### src/rtl/uart_boot_pkg.sv
// Shared definitions for the UART boot loader: UART-lite register map, status bits,
// phase and bus state encodings.
package uart_boot_pkg;

    localparam logic [31:0] UART_STAT_OFS = 32'h0000_0000;
    localparam logic [31:0] UART_RXD_OFS  = 32'h0000_0004;
    localparam logic [31:0] UART_TXD_OFS  = 32'h0000_0008;

    localparam int STAT_RX_EMPTY = 3;
    localparam int STAT_RX_FULL  = 2;
    localparam int STAT_TX_EMPTY = 1;
    localparam int STAT_TX_FULL  = 0;

    localparam logic [7:0] DEFAULT_MAGIC = 8'hA5;

    typedef enum logic [2:0] {
        PH_SYNC,
        PH_LEN,
        PH_DATA,
        PH_CSUM,
        PH_DONE,
        PH_ERROR
    } phase_t;

    typedef enum logic [1:0] {
        BUS_STAT,
        BUS_DATA,
        BUS_WR,
        BUS_HALT
    } bus_state_t;

endpackage

### src/rtl/boot_word_packer.sv
// Assembles popped payload bytes into a little-endian 32-bit word; the strobe bit of
// a lane is set once that lane has been written since the last clear.
module boot_word_packer (
    input  logic        clk,
    input  logic        reset,
    input  logic [7:0]  byte_in,
    input  logic [1:0]  lane,
    input  logic        push,
    input  logic        clear,
    output logic [31:0] word,
    output logic [3:0]  wstrb
);

    genvar gi;
    generate
        for (gi = 0; gi < 4; gi++) begin : g_lane
            logic [7:0] byte_reg;
            logic       strb_reg;

            always_ff @(posedge clk) begin
                if (reset || clear) begin
                    byte_reg <= 8'h00;
                    strb_reg <= 1'b0;
                end else if (push && (lane == 2'(gi))) begin
                    byte_reg <= byte_in;
                    strb_reg <= 1'b1;
                end
            end

            assign word[8*gi +: 8] = byte_reg;
            assign wstrb[gi]       = strb_reg;
        end
    endgenerate

endmodule

### src/rtl/uart_boot_loader.sv
// Boot loader bus master: polls a UART-lite slave, decodes magic/length/payload frames
// and writes the payload to memory. Define UART_BOOT_CHECKSUM_EN for a trailing sum byte.
module uart_boot_loader
    import uart_boot_pkg::*;
#(
    parameter logic [31:0] UART_BASE = 32'h1000_0000,
    parameter logic [31:0] BASE_ADDR = 32'h0000_0000,
    parameter logic [31:0] MAX_BYTES = 32'd65536,
    parameter logic [7:0]  MAGIC     = DEFAULT_MAGIC
) (
    input  logic        clk,
    input  logic        reset,
    output logic        u_valid,
    input  logic        u_ready,
    output logic [31:0] u_addr,
    input  logic [31:0] u_rdata,
    output logic [31:0] u_wdata,
    output logic [3:0]  u_wstrb,
    output logic        m_valid,
    input  logic        m_ready,
    output logic [31:0] m_addr,
    output logic [31:0] m_wdata,
    output logic [3:0]  m_wstrb,
    output logic        busy,
    output logic        boot_done,
    output logic        boot_error
);

`ifdef UART_BOOT_CHECKSUM_EN
    localparam phase_t PH_TAIL = PH_CSUM;
`else
    localparam phase_t PH_TAIL = PH_DONE;
`endif

    bus_state_t  bus_reg, bus_next;
    phase_t      phase_reg, phase_next;
    logic        u_valid_reg, u_valid_next;
    logic [31:0] u_addr_reg, u_addr_next;
    logic        m_valid_reg, m_valid_next;
    logic [31:0] m_addr_reg, m_addr_next;
    logic [31:0] len_reg, len_next;
    logic [1:0]  len_idx_reg, len_idx_next;
    logic [31:0] cnt_reg, cnt_next;
`ifdef UART_BOOT_CHECKSUM_EN
    logic [7:0]  sum_reg, sum_next;
`endif

    logic [7:0]  rx_byte;
    logic [31:0] len_asm;
    logic        byte_pop;
    logic        wr_done;
    logic        wr_needed;
    logic        pack_push;
    logic        pack_clear;
    logic        rdata_hi_unused;

    assign rx_byte         = u_rdata[7:0];
    assign rdata_hi_unused = ^u_rdata[31:8];
    assign byte_pop        = (bus_reg == BUS_DATA) && u_valid_reg && u_ready;
    assign wr_done         = (bus_reg == BUS_WR) && m_valid_reg && m_ready;

    always_ff @(posedge clk) begin
        if (reset) begin
            bus_reg     <= BUS_STAT;
            phase_reg   <= PH_SYNC;
            u_valid_reg <= 1'b0;
            u_addr_reg  <= 32'h0;
            m_valid_reg <= 1'b0;
            m_addr_reg  <= 32'h0;
            len_reg     <= 32'h0;
            len_idx_reg <= 2'd0;
            cnt_reg     <= 32'h0;
`ifdef UART_BOOT_CHECKSUM_EN
            sum_reg     <= 8'h00;
`endif
        end else begin
            bus_reg     <= bus_next;
            phase_reg   <= phase_next;
            u_valid_reg <= u_valid_next;
            u_addr_reg  <= u_addr_next;
            m_valid_reg <= m_valid_next;
            m_addr_reg  <= m_addr_next;
            len_reg     <= len_next;
            len_idx_reg <= len_idx_next;
            cnt_reg     <= cnt_next;
`ifdef UART_BOOT_CHECKSUM_EN
            sum_reg     <= sum_next;
`endif
        end
    end

    always_comb begin
        bus_next     = bus_reg;
        phase_next   = phase_reg;
        u_valid_next = u_valid_reg;
        u_addr_next  = u_addr_reg;
        m_valid_next = m_valid_reg;
        m_addr_next  = m_addr_reg;
        len_next     = len_reg;
        len_idx_next = len_idx_reg;
        cnt_next     = cnt_reg;
        wr_needed    = 1'b0;
        pack_push    = 1'b0;
        pack_clear   = 1'b0;
`ifdef UART_BOOT_CHECKSUM_EN
        sum_next     = sum_reg;
`endif

        len_asm = len_reg;
        case (len_idx_reg)
            2'd0:    len_asm[7:0]   = rx_byte;
            2'd1:    len_asm[15:8]  = rx_byte;
            2'd2:    len_asm[23:16] = rx_byte;
            default: len_asm[31:24] = rx_byte;
        endcase

        // Phase logic advances once per popped byte.
        if (byte_pop) begin
            case (phase_reg)
                PH_SYNC: begin
                    if (rx_byte == MAGIC) begin
                        phase_next   = PH_LEN;
                        len_next     = 32'h0;
                        len_idx_next = 2'd0;
`ifdef UART_BOOT_CHECKSUM_EN
                        sum_next     = 8'h00;
`endif
                    end
                end
                PH_LEN: begin
                    len_next     = len_asm;
                    len_idx_next = len_idx_reg + 2'd1;
                    if (len_idx_reg == 2'd3) begin
                        if (len_asm > MAX_BYTES) begin
                            phase_next = PH_ERROR;
                        end else if (len_asm == 32'h0) begin
                            phase_next = PH_TAIL;
                        end else begin
                            phase_next = PH_DATA;
                            cnt_next   = 32'h0;
                        end
                    end
                end
                PH_DATA: begin
                    pack_push   = 1'b1;
                    cnt_next    = cnt_reg + 32'd1;
                    m_addr_next = BASE_ADDR + {cnt_reg[31:2], 2'b00};
                    wr_needed   = (cnt_reg[1:0] == 2'd3) || (cnt_next == len_reg);
`ifdef UART_BOOT_CHECKSUM_EN
                    sum_next    = sum_reg + rx_byte;
`endif
                end
`ifdef UART_BOOT_CHECKSUM_EN
                PH_CSUM: begin
                    phase_next = (rx_byte == sum_reg) ? PH_DONE : PH_ERROR;
                end
`endif
                default: ;
            endcase
        end

        // Leaving DATA waits for the last word's write so boot_done never precedes it.
        if (wr_done) begin
            pack_clear = 1'b1;
            if (cnt_reg == len_reg) begin
                phase_next = PH_TAIL;
            end
        end

        case (bus_reg)
            BUS_STAT: begin
                if (!u_valid_reg) begin
                    u_valid_next = 1'b1;
                    u_addr_next  = UART_BASE + UART_STAT_OFS;
                end else if (u_ready) begin
                    u_valid_next = 1'b0;
                    if (!u_rdata[STAT_RX_EMPTY]) begin
                        bus_next = BUS_DATA;
                    end
                end
            end
            BUS_DATA: begin
                if (!u_valid_reg) begin
                    u_valid_next = 1'b1;
                    u_addr_next  = UART_BASE + UART_RXD_OFS;
                end else if (u_ready) begin
                    u_valid_next = 1'b0;
                    if ((phase_next == PH_DONE) || (phase_next == PH_ERROR)) begin
                        bus_next = BUS_HALT;
                    end else if (wr_needed) begin
                        bus_next = BUS_WR;
                    end else begin
                        bus_next = BUS_STAT;
                    end
                end
            end
            BUS_WR: begin
                if (!m_valid_reg) begin
                    m_valid_next = 1'b1;
                end else if (m_ready) begin
                    m_valid_next = 1'b0;
                    bus_next     = (phase_next == PH_DONE) ? BUS_HALT : BUS_STAT;
                end
            end
            default: ;
        endcase
    end

    boot_word_packer u_packer (
        .clk     (clk),
        .reset   (reset),
        .byte_in (rx_byte),
        .lane    (cnt_reg[1:0]),
        .push    (pack_push),
        .clear   (pack_clear),
        .word    (m_wdata),
        .wstrb   (m_wstrb)
    );

    assign u_valid    = u_valid_reg;
    assign u_addr     = u_addr_reg;
    assign u_wdata    = 32'h0;
    assign u_wstrb    = 4'h0;
    assign m_valid    = m_valid_reg;
    assign m_addr     = m_addr_reg;
    assign busy       = (phase_reg == PH_LEN) || (phase_reg == PH_DATA) || (phase_reg == PH_CSUM);
    assign boot_done  = (phase_reg == PH_DONE);
    assign boot_error = (phase_reg == PH_ERROR);

endmodule
### config.mk
export PLATFORM = sky130hd
export DESIGN_NAME = uart_boot_loader
export DESIGN_NICKNAME = d
export VERILOG_FILES = /design/src/rtl/uart_boot_pkg.sv /design/src/rtl/boot_word_packer.sv /design/src/rtl/uart_boot_loader.sv
export SDC_FILE = /design/constraint.sdc
export NUM_CORES = 1
export LEC_CHECK = 0
export CAP_MARGIN = 20
export CORE_MARGIN = 2
export CORE_UTILIZATION = 50
export CTS_BUF_LIST = sky130_fd_sc_hd__clkbuf_4
export CTS_CLUSTER_DIAMETER = 200
export CTS_CLUSTER_SIZE = 20
export DETAILED_ROUTE_END_ITERATION = 16
export PLACE_DENSITY = 0.8
export SETUP_SLACK_MARGIN = 0.02
export SLEW_MARGIN = 20
export SYNTH_ARGS = -nofsm -noshare
export SYNTH_HDL_FRONTEND = slang
export SYNTH_SLANG_ARGS = --single-unit
### constraint.sdc
create_clock -name clk -period 9.1 [get_ports clk]
set_input_delay 2.73 -clock clk [delete_from_list [all_inputs] [get_ports clk]]
set_output_delay 2.73 -clock clk [all_outputs]
set_load 0.02 [all_outputs]
Word-level counts from Yosys, hierarchy flattened
Index checks and enable logic that the tools add are counted.
{ "word_totals": {"register_bits": 171} }
{ "classes": {"add_sub_neg": 2, "n_lt_le_gt_ge": 1, "n_eq_ne": 31, "n_mux": 43, "reduce_logical": 29} }
{ "ops": {"columns": ["operator", "count"], "rows": [
  ["2-to-1 mux 32 bit", 6],
  ["one-hot mux 32 bit (2 select lines)", 3],
  ["== test 32 bit", 2],
  ["adder 32 x 1 -> 32 bit (second input constant)", 1],
  ["> comparator 32 x 17 -> 1 bit (second input constant)", 1],
  ["logical NOT 32 bit", 1],
  ["2-to-1 mux 8 bit", 4],
  ["inequality test 2 bit (second input constant)", 13],
  ["2-to-1 mux 2 bit", 11],
  ["2-to-1 mux 3 bit", 7],
  ["== test 3 bit (second input constant)", 4],
  ["== test 2 bit (second input constant)", 5],
  ["2-to-1 mux 1 bit", 9],
  ["== test 8 bit (second input constant)", 1],
  ["logical AND 1 bit", 8],
  ["AND reduction 8 bit", 1],
  ["== test 2 x 1 -> 1 bit (second input constant)", 3],
  ["== test 3 x 2 -> 1 bit (second input constant)", 2],
  ["logical NOT 2 bit", 3],
  ["one-hot mux 2 bit (3 select lines)", 1],
  ["one-hot mux 3 bit (2 select lines)", 1],
  ["AND reduction 3 bit", 2],
  ["nonzero test 2 bit", 3],
  ["logical OR 1 bit", 5],
  ["other kinds (9)", 9]
]} }

Logic depth before layout (Yosys ltp)
Gate-level depths: netlist of run 1.
{ "logic_depth": {"word_depth": 17, "ltp_mapped": 11} }

Cells and area by module
A second synthesis of run 1 with hierarchy kept.
{ "hier_totals": {"hier_cells": 934, "area_unflattened_um2": 7792.5} }
{ "by_module_without_submodules": {"columns": ["mod", "n_inst", "cells_per_inst", "area_per_inst_um2"], "rows": [
  ["uart_boot_loader", 1, 798, 6228.5],
  ["boot_word_packer", 1, 136, 1564.0]
]} }

Worst setup path after synthesis of run 1
Ideal clock, no wire load.
{ "synth_timing": {"kind": "input -> register", "startpoint": "in u_rdata[0]", "endpoint": "reg cnt_reg[16]", "setup_time_ns": 0.071, "arrival_ns": 5.050, "slack_ns": 3.980, "cell_stages": 9, "path_buffers": 1, "path_cell_list": "clkbuf_1 nor3_1 nand4b_1 nor2_1 or4b_4 a31oi_4 o21ai_4 or4_1 a21oi_1"} }
{ "synth_via": {"elab_chain_cells": 4, "elab_cells_between_ends": 9} }
{ "synth_lines": {"columns": ["item", "line_no", "text"], "rows": [
  ["from (decl)", "uart_boot_loader.sv:16", "input logic [31:0] u_rdata,"],
  ["2-to-1 mux 8 bit", "uart_boot_loader.sv:110", "case (len_idx_reg)"],
  ["> comparator 32 x 17 -> 1 bit or logical NOT 32 bit (tied branches)", "uart_boot_loader.sv:134, uart_boot_loader.sv:136", null],
  ["inequality test 2 bit (no line)", null, null],
  ["AND reduction 5 bit (no line) (*)", null, null],
  ["to (signal assigned)", "uart_boot_loader.sv:85", "cnt_reg <= cnt_next;"],
  ["to (decl)", "uart_boot_loader.sv:43", "logic [31:0] cnt_reg, cnt_next;"]
]} }
Every way passes the cells marked *; elsewhere a longest branch is shown, timed or not.
A chain may end at the register's enable or synchronous reset.

Worst setup path in the final report of run 1
{ "layout_timing": {"startpoint": "in u_rdata[3]", "endpoint": "reg cnt_reg[22]"} }
The elaborated chain is that of the path after synthesis.

==> results of run 1 <==
[cell type report]
cell class                 instances  area (um^2)
timing repair buffer              90          881
sequential                       141         2820
clock inverter                     9          120
tap                              188          235
multi-input combinational        738         4270
clock buffer                      22          165
fill                            1415         6620
inverter                          22         82.6
[critical path, stage by stage]
cell and delay (ns):
clkdlybuf4s50_1 0.76, nor4_1 0.55, nand4b_1 0.17, nor2_1 0.34
or4b_4 0.54, a31oi_4 0.64, o21ai_4 0.30, nor3_1 0.34
mux2_2 0.36
[layer usage]
layer | global-route usage (%) | vias up
li1 | - | 3313
met1 | 30.4 | 3158
met2 | 37.8 | 297
met3 | 7.36 | 37
met4 | 10.5 | 0
met5 | 0 | -
[cell families after synthesis]
logic type | Yosys count | share of synthesized area (%)
xor gates and xnor gates | 75 | 8.46
adders and majority gates | 12 | 1.93
and+or+nand+nor | 394 | 24.5
buffers and inverters | 171 | 11.9
muxes | 7 | 0.950
DFF | 141 | 36.3
AOI/OAI and AO/OA | 182 | 15.9
other | 1 | 0.0483
[synth_stat cells (2+ instances only)]
master and n:
nor2b_1 14, and3_1 7, a311oi_1 3, a31oi_1 4
nor4_1 23, xnor2_1 38, o2111ai_1 7, o22ai_1 2
o31ai_1 4, nand3_1 43, buf_2 4, a22oi_1 32
and4_1 5, nand2b_1 4, o211ai_1 13, ha_1 12
nand2_1 131, or3_1 5, o211a_1 2, a211o_1 2
a31o_2 2, nor4b_1 5, o21ba_2 6, o21ai_0 7
nand3b_1 3, buf_4 72, mux2i_1 4, nand4_1 14
xor2_1 37, inv_1 22, or4_1 6, a21oi_1 76
and2_1 6, o21a_1 7, nand4b_1 3, nor2_1 92
buf_1 3, nor3_1 25, or2_2 2, a211oi_1 3
clkbuf_1 68, mux2_2 3, o21bai_1 2, dfxtp_1 141
[placed cells by master, fill, tap and decap left out, types with 4 or more instances in the layout]
cell type | synthesis | layout
o211ai_1 | 13 | 13
o21a_1 | 7 | 7
ha_1 | 12 | 12
nor2_1 | 92 | 92
mux2i_1 | 4 | 4
conb_1 | 1 | 68
or4_1 | 6 | 6
nand2_1 | 131 | 131
o21ba_2 | 6 | 6
nor4b_1 | 5 | 5
a21oi_1 | 76 | 76
o31ai_1 | 4 | 4
xnor2_1 | 38 | 38
a31oi_1 | 4 | 4
a22oi_1 | 32 | 32
dfxtp_1 | 141 | 141
or3_1 | 5 | 5
o21ai_0 | 7 | 7
nor2b_1 | 14 | 14
and4_1 | 5 | 5
xor2_1 | 37 | 37
buf_4 | 72 | 6
clkdlybuf4s50_1 | 0 | 83
nand2b_1 | 4 | 4
and2_1 | 6 | 5
nor3_1 | 25 | 25
and3_1 | 7 | 7
nand3_1 | 43 | 43
o2111ai_1 | 7 | 7
inv_1 | 22 | 22
nor4_1 | 23 | 23
nand4_1 | 14 | 14
clkbuf_4 | 0 | 22
[through the flow]
step	cell area, um^2	util [%]	std cells	hold slack (ns)
floorplan	8020	-	1050	0.438
global placement	8290	54.6	1179	0.440
detailed placement	8290	54.6	1179	0.446
CTS	8580	56.4	1210	0.461
global route	8580	56.4	1210	0.473
finish	8580	56.4	1210	0.457
[worst paths after layout]
kind,cells past startpoint,startpoint,end,slack (ns)
worst max-delay path,9,u_rdata[3],cnt_reg[22],2.81
worst min-delay path,2,m_addr[28],m_addr[28],0.46
worst max register to register,10,len_idx_reg[1],cnt_reg[22],5.18
worst min register to register,2,m_addr[28],m_addr[28],0.46
[power by group through the flow]
stage / Clock (W) / Combinational [W] / Sequential (W)
6_report: 0.000421 / 0.0000874 / 0.000625
5_1_grt: 0.000454 / 0.0000965 / 0.000626
4_1_cts: 0.000429 / 0.0000871 / 0.000625
3_5_place_dp: 0 / 0.0000866 / 0.000639
3_3_place_gp: 0 / 0.0000860 / 0.000639
2_1_floorplan: 0 / 0.0000832 / 0.000642
==> reports/metrics.yaml, run 1 <==
synthesis:
  yosysUniqueCellTypes: 63
  synth_area_leaders: "dfxtp_1 36%, buf_4 7.0%, nand2_1 6.3%, a21oi_1 4.9%, nor2_1 4.4%"
  ys.flop_type: "dfxtp_1"
  ys.warnings.count: 0
  synth-seq-cells: 141
  ys_seq_area_share_pct: 36.3
  async_flop_share_pct: 0
  synthesis.area_um2: 7770
  synth_edf_count: 0
  synth_area_leader_cell: "dfxtp_1"
  synth.top_cell.area_share_pct: 36.3
  syn_inst: 983
  syn_area_per_cell_um2: 7.90
global_routing:
  track_usage_pct: 24.0
  grt_max_degree: 75
  grt_pass1_wl_um: 31500
  grt_pass1_vias: 6171
  grt_overflow_total: 0
  antenna_found_initial: 0
place:
  dp_hpwl_um: 13700
  portBuffers: 84
  place_congestion: 0.938
  place_ws_ns: 2.30
clock_tree:
  worstSkewPairLatency_ns: 0.57
  post_cts_buffers: 0
  clk_pin_slew_ns: 0.11
  cts_resized: 0
  hold_buffers: 0
  clockRootBuffer: "clkbuf_4"
  clock_sinks: 141
  cts_buffers: 17
  clockBufferDepth: 2
  ctsHtreeMaxLevel: 4
  cts_tree: "done"
pwr:
  switchingPower_w: 0.000290
  clockPowerShare_pct: 37.2
  vdd_drop_max_v: 0.0000980
  power_w: 0.00113
  powerDensity_nw_per_um2: 132
  p_comb_share_pct: 7.7
  internal_power_w: 0.000843
  power_leakage_nw: 3.13
  p_sw_share_pct: 25.6
  seqPwrFrac_pct: 55.1
setup_path:
  arrival_ns: 6.76
  cp-start-kind: "input pin"
  path_class: "input pin to flop"
  path_max_fanout: 21
  required_ns: 9.56
  worst_setup_path_end_kind: "flop"
route:
  firstDrtPassIters: 5
  num_vias: 6805
  top_layer_used: "met4"
  drc: 0
  wl_met3_um: 1560
  viasPerCell: 5.62
  drt_iter0_markers: 593
  wl_um: 19500
  wl_met2_um: 8860
  ant_nets: 0
  wl_per_cell_um: 16.1
  wl_met1_um: 8560
floorplanning:
  initial_core_util_pct: 51.1
  die_h_um: 129
  num_rows: 45
  dieArea_um2: 16600
  pin_count: 177
  core-area_um2: 15200
  die_x_um: 129
timing:
  setup_viol: 0
  fin_worst_skew_ns: 0.0227
  finalHoldViolCount: 0
  period_share_pct: 69.2
  drv_slew: 0
  slew_headroom_pct: 39.1
  worst_pin_slew_ns: 0.906
  setup_tns_ns: 0
  setup_ws_ns: 2.81
  rsz0062_at_grt: "no"
  max_freq_mhz: 159
  period_minus_slack_ns: 6.29
min_path:
  hold_path.class: "flop to flop"
layout:
  diodes: 0
  final_nets: 1058
  layout-drive-gt1-share_pct: 5.68
  syn2layout_area_growth_pct: 10.4
run_status:
  status: "finished, final reports clean"
flow_run:
  max_cap_viol_count: 0
No activity file was read; power rests on OpenSTA's default activity.
==> run 2, diff against run 1 <==
- clock period: 9.1 -> 6.2 ns (I/O delays scaled with it)
==> run 2 against run 1 <==
Net effect:
- first-iteration DRC count grew 3.9%
- power is 42% higher
- sequential share of layout area fell by 0.12 points
- register-to-register slack lost 2.4 ns
- flip-flop and latch count is the same
- critical path depth is 2 higher
- design area rose by 0.36%
- worst setup slack got worse by 1.4 ns
- die area unchanged
- largest cell class unchanged
- largest power group unchanged
- highest routed layer unchanged
==> reports/metrics.yaml, run 2 (synthesis gave the netlist of run 1 again) <==
timing:
  period_minus_slack_ns: 4.77
  setup_viol: 0  # unchanged
  rsz0062_at_grt: "no"
  setup_tns_ns: 0  # unchanged
  finalHoldViolCount: 0  # unchanged
  setup_ws_ns: 1.43  # -1.38 ns
  max_freq_mhz: 210
  holdWs_ns: 0.457  # -0.000359 ns
  period_share_pct: 77.0
  fin_worst_skew_ns: 0.0178  # -0.00490 ns
  drv_slew: 0  # unchanged
  worst_pin_slew_ns: 0.978  # +0.0719 ns
  slew_headroom_pct: 34.3  # -4.8 points
layout:
  post-route-util_pct: 56.6  # +0.21 points
  syn2layout_area_growth_pct: 10.8
  fill_cells: 1450  # +2.5%
  diodes: 0  # unchanged
  final_nets: 1067  # +0.85%
  final_cell_mix: "141 x dfxtp_1, 131 x nand2_1, 92 x nor2_1"
  layout-drive-gt1-share_pct: 6.59  # +0.91 points
  seq_area_um2: 2820  # unchanged
  layout_commonest_cell: "dfxtp_1"
  multi_input_area_um2: 4270  # unchanged
place:
  dp_hpwl_um: 13900  # +0.82%
  place_ws_ns: 0.858  # -1.44 ns
  portBuffers: 84  # unchanged
  place_congestion: 0.903  # -3.7%
run_status:
  status: "finished, final reports clean"
clock_tree:
  cts_buffers: 17  # unchanged
  ctsHtreeMaxLevel: 4  # unchanged
  cts_resized: 0  # unchanged
  post_cts_buffers: 0  # unchanged
  hold_buffers: 0  # unchanged
  worstSkewPairLatency_ns: 0.58  # about the same
  clk_pin_slew_ns: 0.11  # about the same
  clock_sinks: 141  # unchanged
  cts_tree: "done"
  clockRootBuffer: "clkbuf_4"
  clockBufferDepth: 2  # unchanged
route:
  wl_per_cell_um: 16.1  # about the same
  viasPerCell: 5.66  # +0.73%
  ant_nets: 0  # unchanged
  wl_um: 19700  # +0.78%
  num_vias: 6911  # +1.6%
  firstDrtPassIters: 6  # +1
  drt_iter0_markers: 616  # +3.9%
  drc: 0  # unchanged
setup_path:
  path_max_fanout: 20  # -4.8%
  path_class: "input pin to flop"
  slowest_stage: "nor4_1"
  path_common_cell: "buf_4"
  arrival_ns: 5.28  # -1.48 ns
  cp-start-kind: "input pin"
  cp_cell_sequence: "clkdlybuf4s50_1 > buf_4 > nor4_1 > nand4b_1 > nor2_1 > or4b_4 > a31oi_4 > buf_4 > o211ai_2 > or3_1 > a21oi_1"
  worst_setup_path_end_kind: "flop"
  critical_path_buf_inv_count: 3  # +2
  cpLargestDelayFamily: "simple AND/OR/NAND/NOR gates"
  required_ns: 6.71  # -2.85 ns
  max_stage_delay_ns: 0.60  # -0.16 ns
floorplanning:
  pin_count: 177  # unchanged
  die_h_um: 129  # unchanged
  initial_core_util_pct: 51.1  # unchanged
  dieArea_um2: 16600  # unchanged
  core-area_um2: 15200  # unchanged
  die_x_um: 129  # unchanged
  num_rows: 45  # unchanged
min_path:
  hold_path.class: "flop to flop"
flow_run:
  max_cap_viol_count: 0  # unchanged
pwr:
  power_leakage_nw: 3.16  # +0.92%
  powerDensity_nw_per_um2: 186  # +41%
  vdd_drop_max_v: 0.000131  # +34%
global_routing:
  antenna_found_initial: 0  # unchanged
  grt_overflow_total: 0  # unchanged
  grt_pass1_vias: 6156  # -0.24%
  track_usage_pct: 24.0  # +0.034 points
  grt_max_degree: 75  # unchanged
  grt_pass1_wl_um: 31400  # -0.30%
-- run 2: changes by cell type in the layout (fill, tap and decap cells not counted), sizes merged --
cell	delta
clkbuf	+2
buf	+9
bufinv	-2
clkinv	+1
-- run 2: area by class of cell --
type                            count  area share [%]
Timing Repair Buffer               99            11.0
Clock buffer                       24            2.09
Inverter                           22           0.959
Tap cell                          188            2.73
Multi-Input combinational cell    738            49.6
Clock inverter                      8           0.799
Sequential cell                   141            32.8
-- run 2: routing by layer --
metal,GRT usage (%),vias to the layer above,part of all wire (%)
li1,-,3334,-
met1,30.2,3221,43
met2,37.5,305,45
met3,8.40,51,9.3
met4,10.2,0,2.7
met5,0,-,0
-- run 2: power breakdown --
| part | internal [W] | switching (W) |
|---|---|---|
| Combinational | 0.0000345 | 0.0000990 |
| Clock | 0.000226 | 0.000327 |
| Sequential | 0.000912 | 0.00000655 |
| Total | 0.00117 | 0.000432 |
-- run 2: path summary, 6_finish.rpt --
path	startpoint	endpoint	slack [ns]	cells after the start
setup / recovery	u_rdata[1]	cnt_reg[25]	1.43	11
hold / removal	m_addr[8]	m_addr[8]	0.46	2
setup reg to reg	cnt_reg[8]	bus_reg[1]	2.78	8
hold reg to reg	m_addr[8]	m_addr[8]	0.46	2
-- run 2: worst min-delay path, cell delays in order (launching register included) --
cell     delay (ns)
dfxtp_1        0.32
nand2_1        0.05
a21oi_1        0.05
-- run 2: per-stage QoR --
stage                     std cells  instance area, um^2  total power [W]
after floorplan                1050                 8020          0.00106
after global placement         1188                 8360          0.00107
after detailed placement       1188                 8360          0.00107
after CTS                      1220                 8610          0.00161
after global routing           1220                 8610          0.00166
final                          1220                 8610          0.00160
==> run 3, diff against run 2 <==
- CORE_UTILIZATION: 50 -> 47
- PLACE_DENSITY: 0.8 -> 0.79
- clock period: 6.2 -> 4.1 ns (I/O delays scaled with it)
==> run 3 against run 2 <==
Net effect:
- clock power increased by 80%
- largest cell class unchanged
- critical path type unchanged
- critical endpoint is now cnt_reg[14]
- clock skew rose by 0.00060 ns
- sequential share of layout area is 1.2 points lower
- via count grew 1.8%
==> reports/metrics.yaml, run 3 (synthesis gave the netlist of run 1 again) <==
pwr:
  power_leakage_nw: 3.32  # +5.2%
  switchingPower_w: 0.000676  # +56%
  p_sw_share_pct: 26.1  # -0.86 points
  clockPowerShare_pct: 38.4  # +3.9 points
  p_comb_share_pct: 8.0  # -0.3 points
  powerDensity_nw_per_um2: 290  # +56%
  internal_power_w: 0.00192  # +64%
  vdd_drop_max_v: 0.000209  # +59%
  seqPwrFrac_pct: 53.5  # -3.7 points
layout:
  layout_commonest_cell: "dfxtp_1"
  layout-drive-gt1-share_pct: 8.96  # +2.4 points
  final_cell_mix: "141 x dfxtp_1, 131 x nand2_1, 92 x nor2_1"
  final_nets: 1096  # +2.7%
  syn2layout_area_growth_pct: 15.1
  diodes: 0  # unchanged
  stdcell_count: 1280  # +4.9%
timing:
  period_share_pct: 87.5
  setup_viol: 0  # unchanged
  max_freq_mhz: 279
  holdWs_ns: 0.461  # +0.00410 ns
  slew_headroom_pct: 34.0  # -0.31 points
  period_minus_slack_ns: 3.59
  worst_pin_slew_ns: 0.982  # +0.00462 ns
  finalHoldViolCount: 0  # unchanged
  drv_slew: 0  # unchanged
  rsz0062_at_grt: "no"
  fin_worst_skew_ns: 0.0184  # +0.000602 ns
setup_path:
  path_class: "input pin to flop"
  cp-endpoint: "cnt_reg[14]"
  required_ns: 4.59  # -2.12 ns
  r2r-start: "len_idx_reg[1]"
  arrival_ns: 4.08  # -1.20 ns
  rr_endpoint: "cnt_reg[14]"
  worst_setup_path_end_kind: "flop"
  path_max_fanout: 9  # -55%
  cpLargestDelayFamily: "simple AND/OR/NAND/NOR gates"
  cp-start-kind: "input pin"
  cp-startpoint: "u_rdata[4]"
  worst-path-stages: 10  # -1
  critical_path_buf_inv_count: 2  # -1
  reg2reg_depth: 11  # +3
  rrSetupSlack_ns: 0.76  # -2.02 ns
  max_stage_delay_ns: 0.53  # -0.07 ns
  cp_cell_sequence: "clkdlybuf4s50_1 > nor4_1 > mux2_2 > nand3_1 > or4b_4 > a31oi_4 > o21ai_4 > buf_4 > or3b_1 > a21oi_1"
  slowest_stage: "or4b_4"
global_routing:
  grt_overflow_total: 0  # unchanged
  grt_max_degree: 70  # -6.7%
  grt_pass1_wl_um: 32400  # +3.1%
  track_usage_pct: 23.0  # -1.0 points
  antenna_found_initial: 0  # unchanged
  grt_pass1_vias: 6280  # +2.0%
route:
  ant_nets: 0  # unchanged
  wl_um: 20500  # +4.4%
  num_vias: 7037  # +1.8%
  wl_per_cell_um: 16.0  # -0.45%
  firstDrtPassIters: 6  # unchanged
  drt_iter0_markers: 925  # +50%
  drc: 0  # unchanged
  viasPerCell: 5.50  # -2.9%
min_path:
  hold_path.class: "flop to flop"
  hold_start: "m_addr[9]"
clock_tree:
  clk_pin_slew_ns: 0.11  # about the same
  cts_resized: 0  # unchanged
  cts_tree: "done"
  worstSkewPairLatency_ns: 0.57  # about the same
  clock_sinks: 141  # unchanged
  ctsHtreeMaxLevel: 4  # unchanged
  hold_buffers: 0  # unchanged
  clockRootBuffer: "clkbuf_4"
  post_cts_buffers: 0  # unchanged
  clockBufferDepth: 2  # unchanged
  cts_buffers: 17  # unchanged
floorplanning:
  initial_core_util_pct: 47.5  # -3.6 points
  die_h_um: 133  # +3.0%
  die_x_um: 133  # +3.0%
  num_rows: 47  # +4.4%
  dieArea_um2: 17600  # +6.2%
  pin_count: 177  # unchanged
  core-area_um2: 16300  # +7.5%
place:
  placedCellCount: 1249  # +5.1%
  portBuffers: 84  # unchanged
  dp_hpwl_um: 14700  # +6.2%
  place_congestion: 0.963  # +6.6%
run_status:
  status: "finished, final reports clean"
flow_run:
  max_cap_viol_count: 0  # unchanged
## run 3: changes by cell type in the layout (fill, tap and decap cells not counted)
cell        previous run  this run
bufinv_16              1         4
clkinv_1               2         3
clkinv_2               3         2
buf_12                 0         1
clkinvlp_4             1         2
clkinv_4               1         2
buf_4                 15        43
clkbuf_4              24        18
## run 3: worst min path at each step
stage | end | slack, ns | cells after the start
detailed placement | m_addr[14] | 0.45 | 2
global placement | u_packer.g_lane[3].byte_reg[3] | 0.44 | 2
floorplan | u_packer.g_lane[0].strb_reg | 0.44 | 2
global route | m_addr[18] | 0.48 | 2
finish | m_addr[9] | 0.46 | 2
CTS | m_addr[14] | 0.46 | 2
## run 3: cell type report
class	instances	area (um^2)
inverters	22	82.6
flip-flops and latches	141	2820
clock inverters	13	174
repair buffers	128	1180
multi-input cells	738	4270
clock buffers	18	135
fillers	1603	7410
well taps	220	275
## run 3: power by group through the flow
stage               registers (W)  logic [W]  clock network (W)
floorplan                 0.00142   0.000185                  0
global placement          0.00142   0.000204                  0
detailed placement        0.00142   0.000206                  0
CTS                       0.00139   0.000206            0.00101
global route              0.00139   0.000223            0.00107
finish                    0.00139   0.000208           0.000997
## run 3: metrics by stage
step           worst slack, ns  TNS [ns]  power [W]  utilization, %  area (um^2)
3_3_place_gp          -0.00423  -0.00423    0.00162            52.8         8630
5_1_grt                  0.447         0    0.00268            54.7         8940
2_1_floorplan            0.480         0    0.00161               -         8020
3_5_place_dp           -0.0131   -0.0228    0.00162            52.8         8630
4_1_cts                  0.584         0    0.00260            54.7         8940
6_report                 0.515         0    0.00259            54.7         8940
## run 3: worst reg2reg max path: cells and delay by family, from the launching register on
family / cells / cell delay (ns)
compound gates: 4 / 0.69
fa+ha+maj: 1 / 0.23
buf+inv: 2 / 0.30
flops: 1 / 0.41
simple gates: 4 / 1.65
## run 3: metal layers
layer  up-vias  share of wire (%)  track usage [%]
met3        32                 10             7.70
met4         0                1.6             6.21
li1       3390                  -                -
met5         -                  0                0
met2       328                 45             37.0
met1      3287                 43             29.6
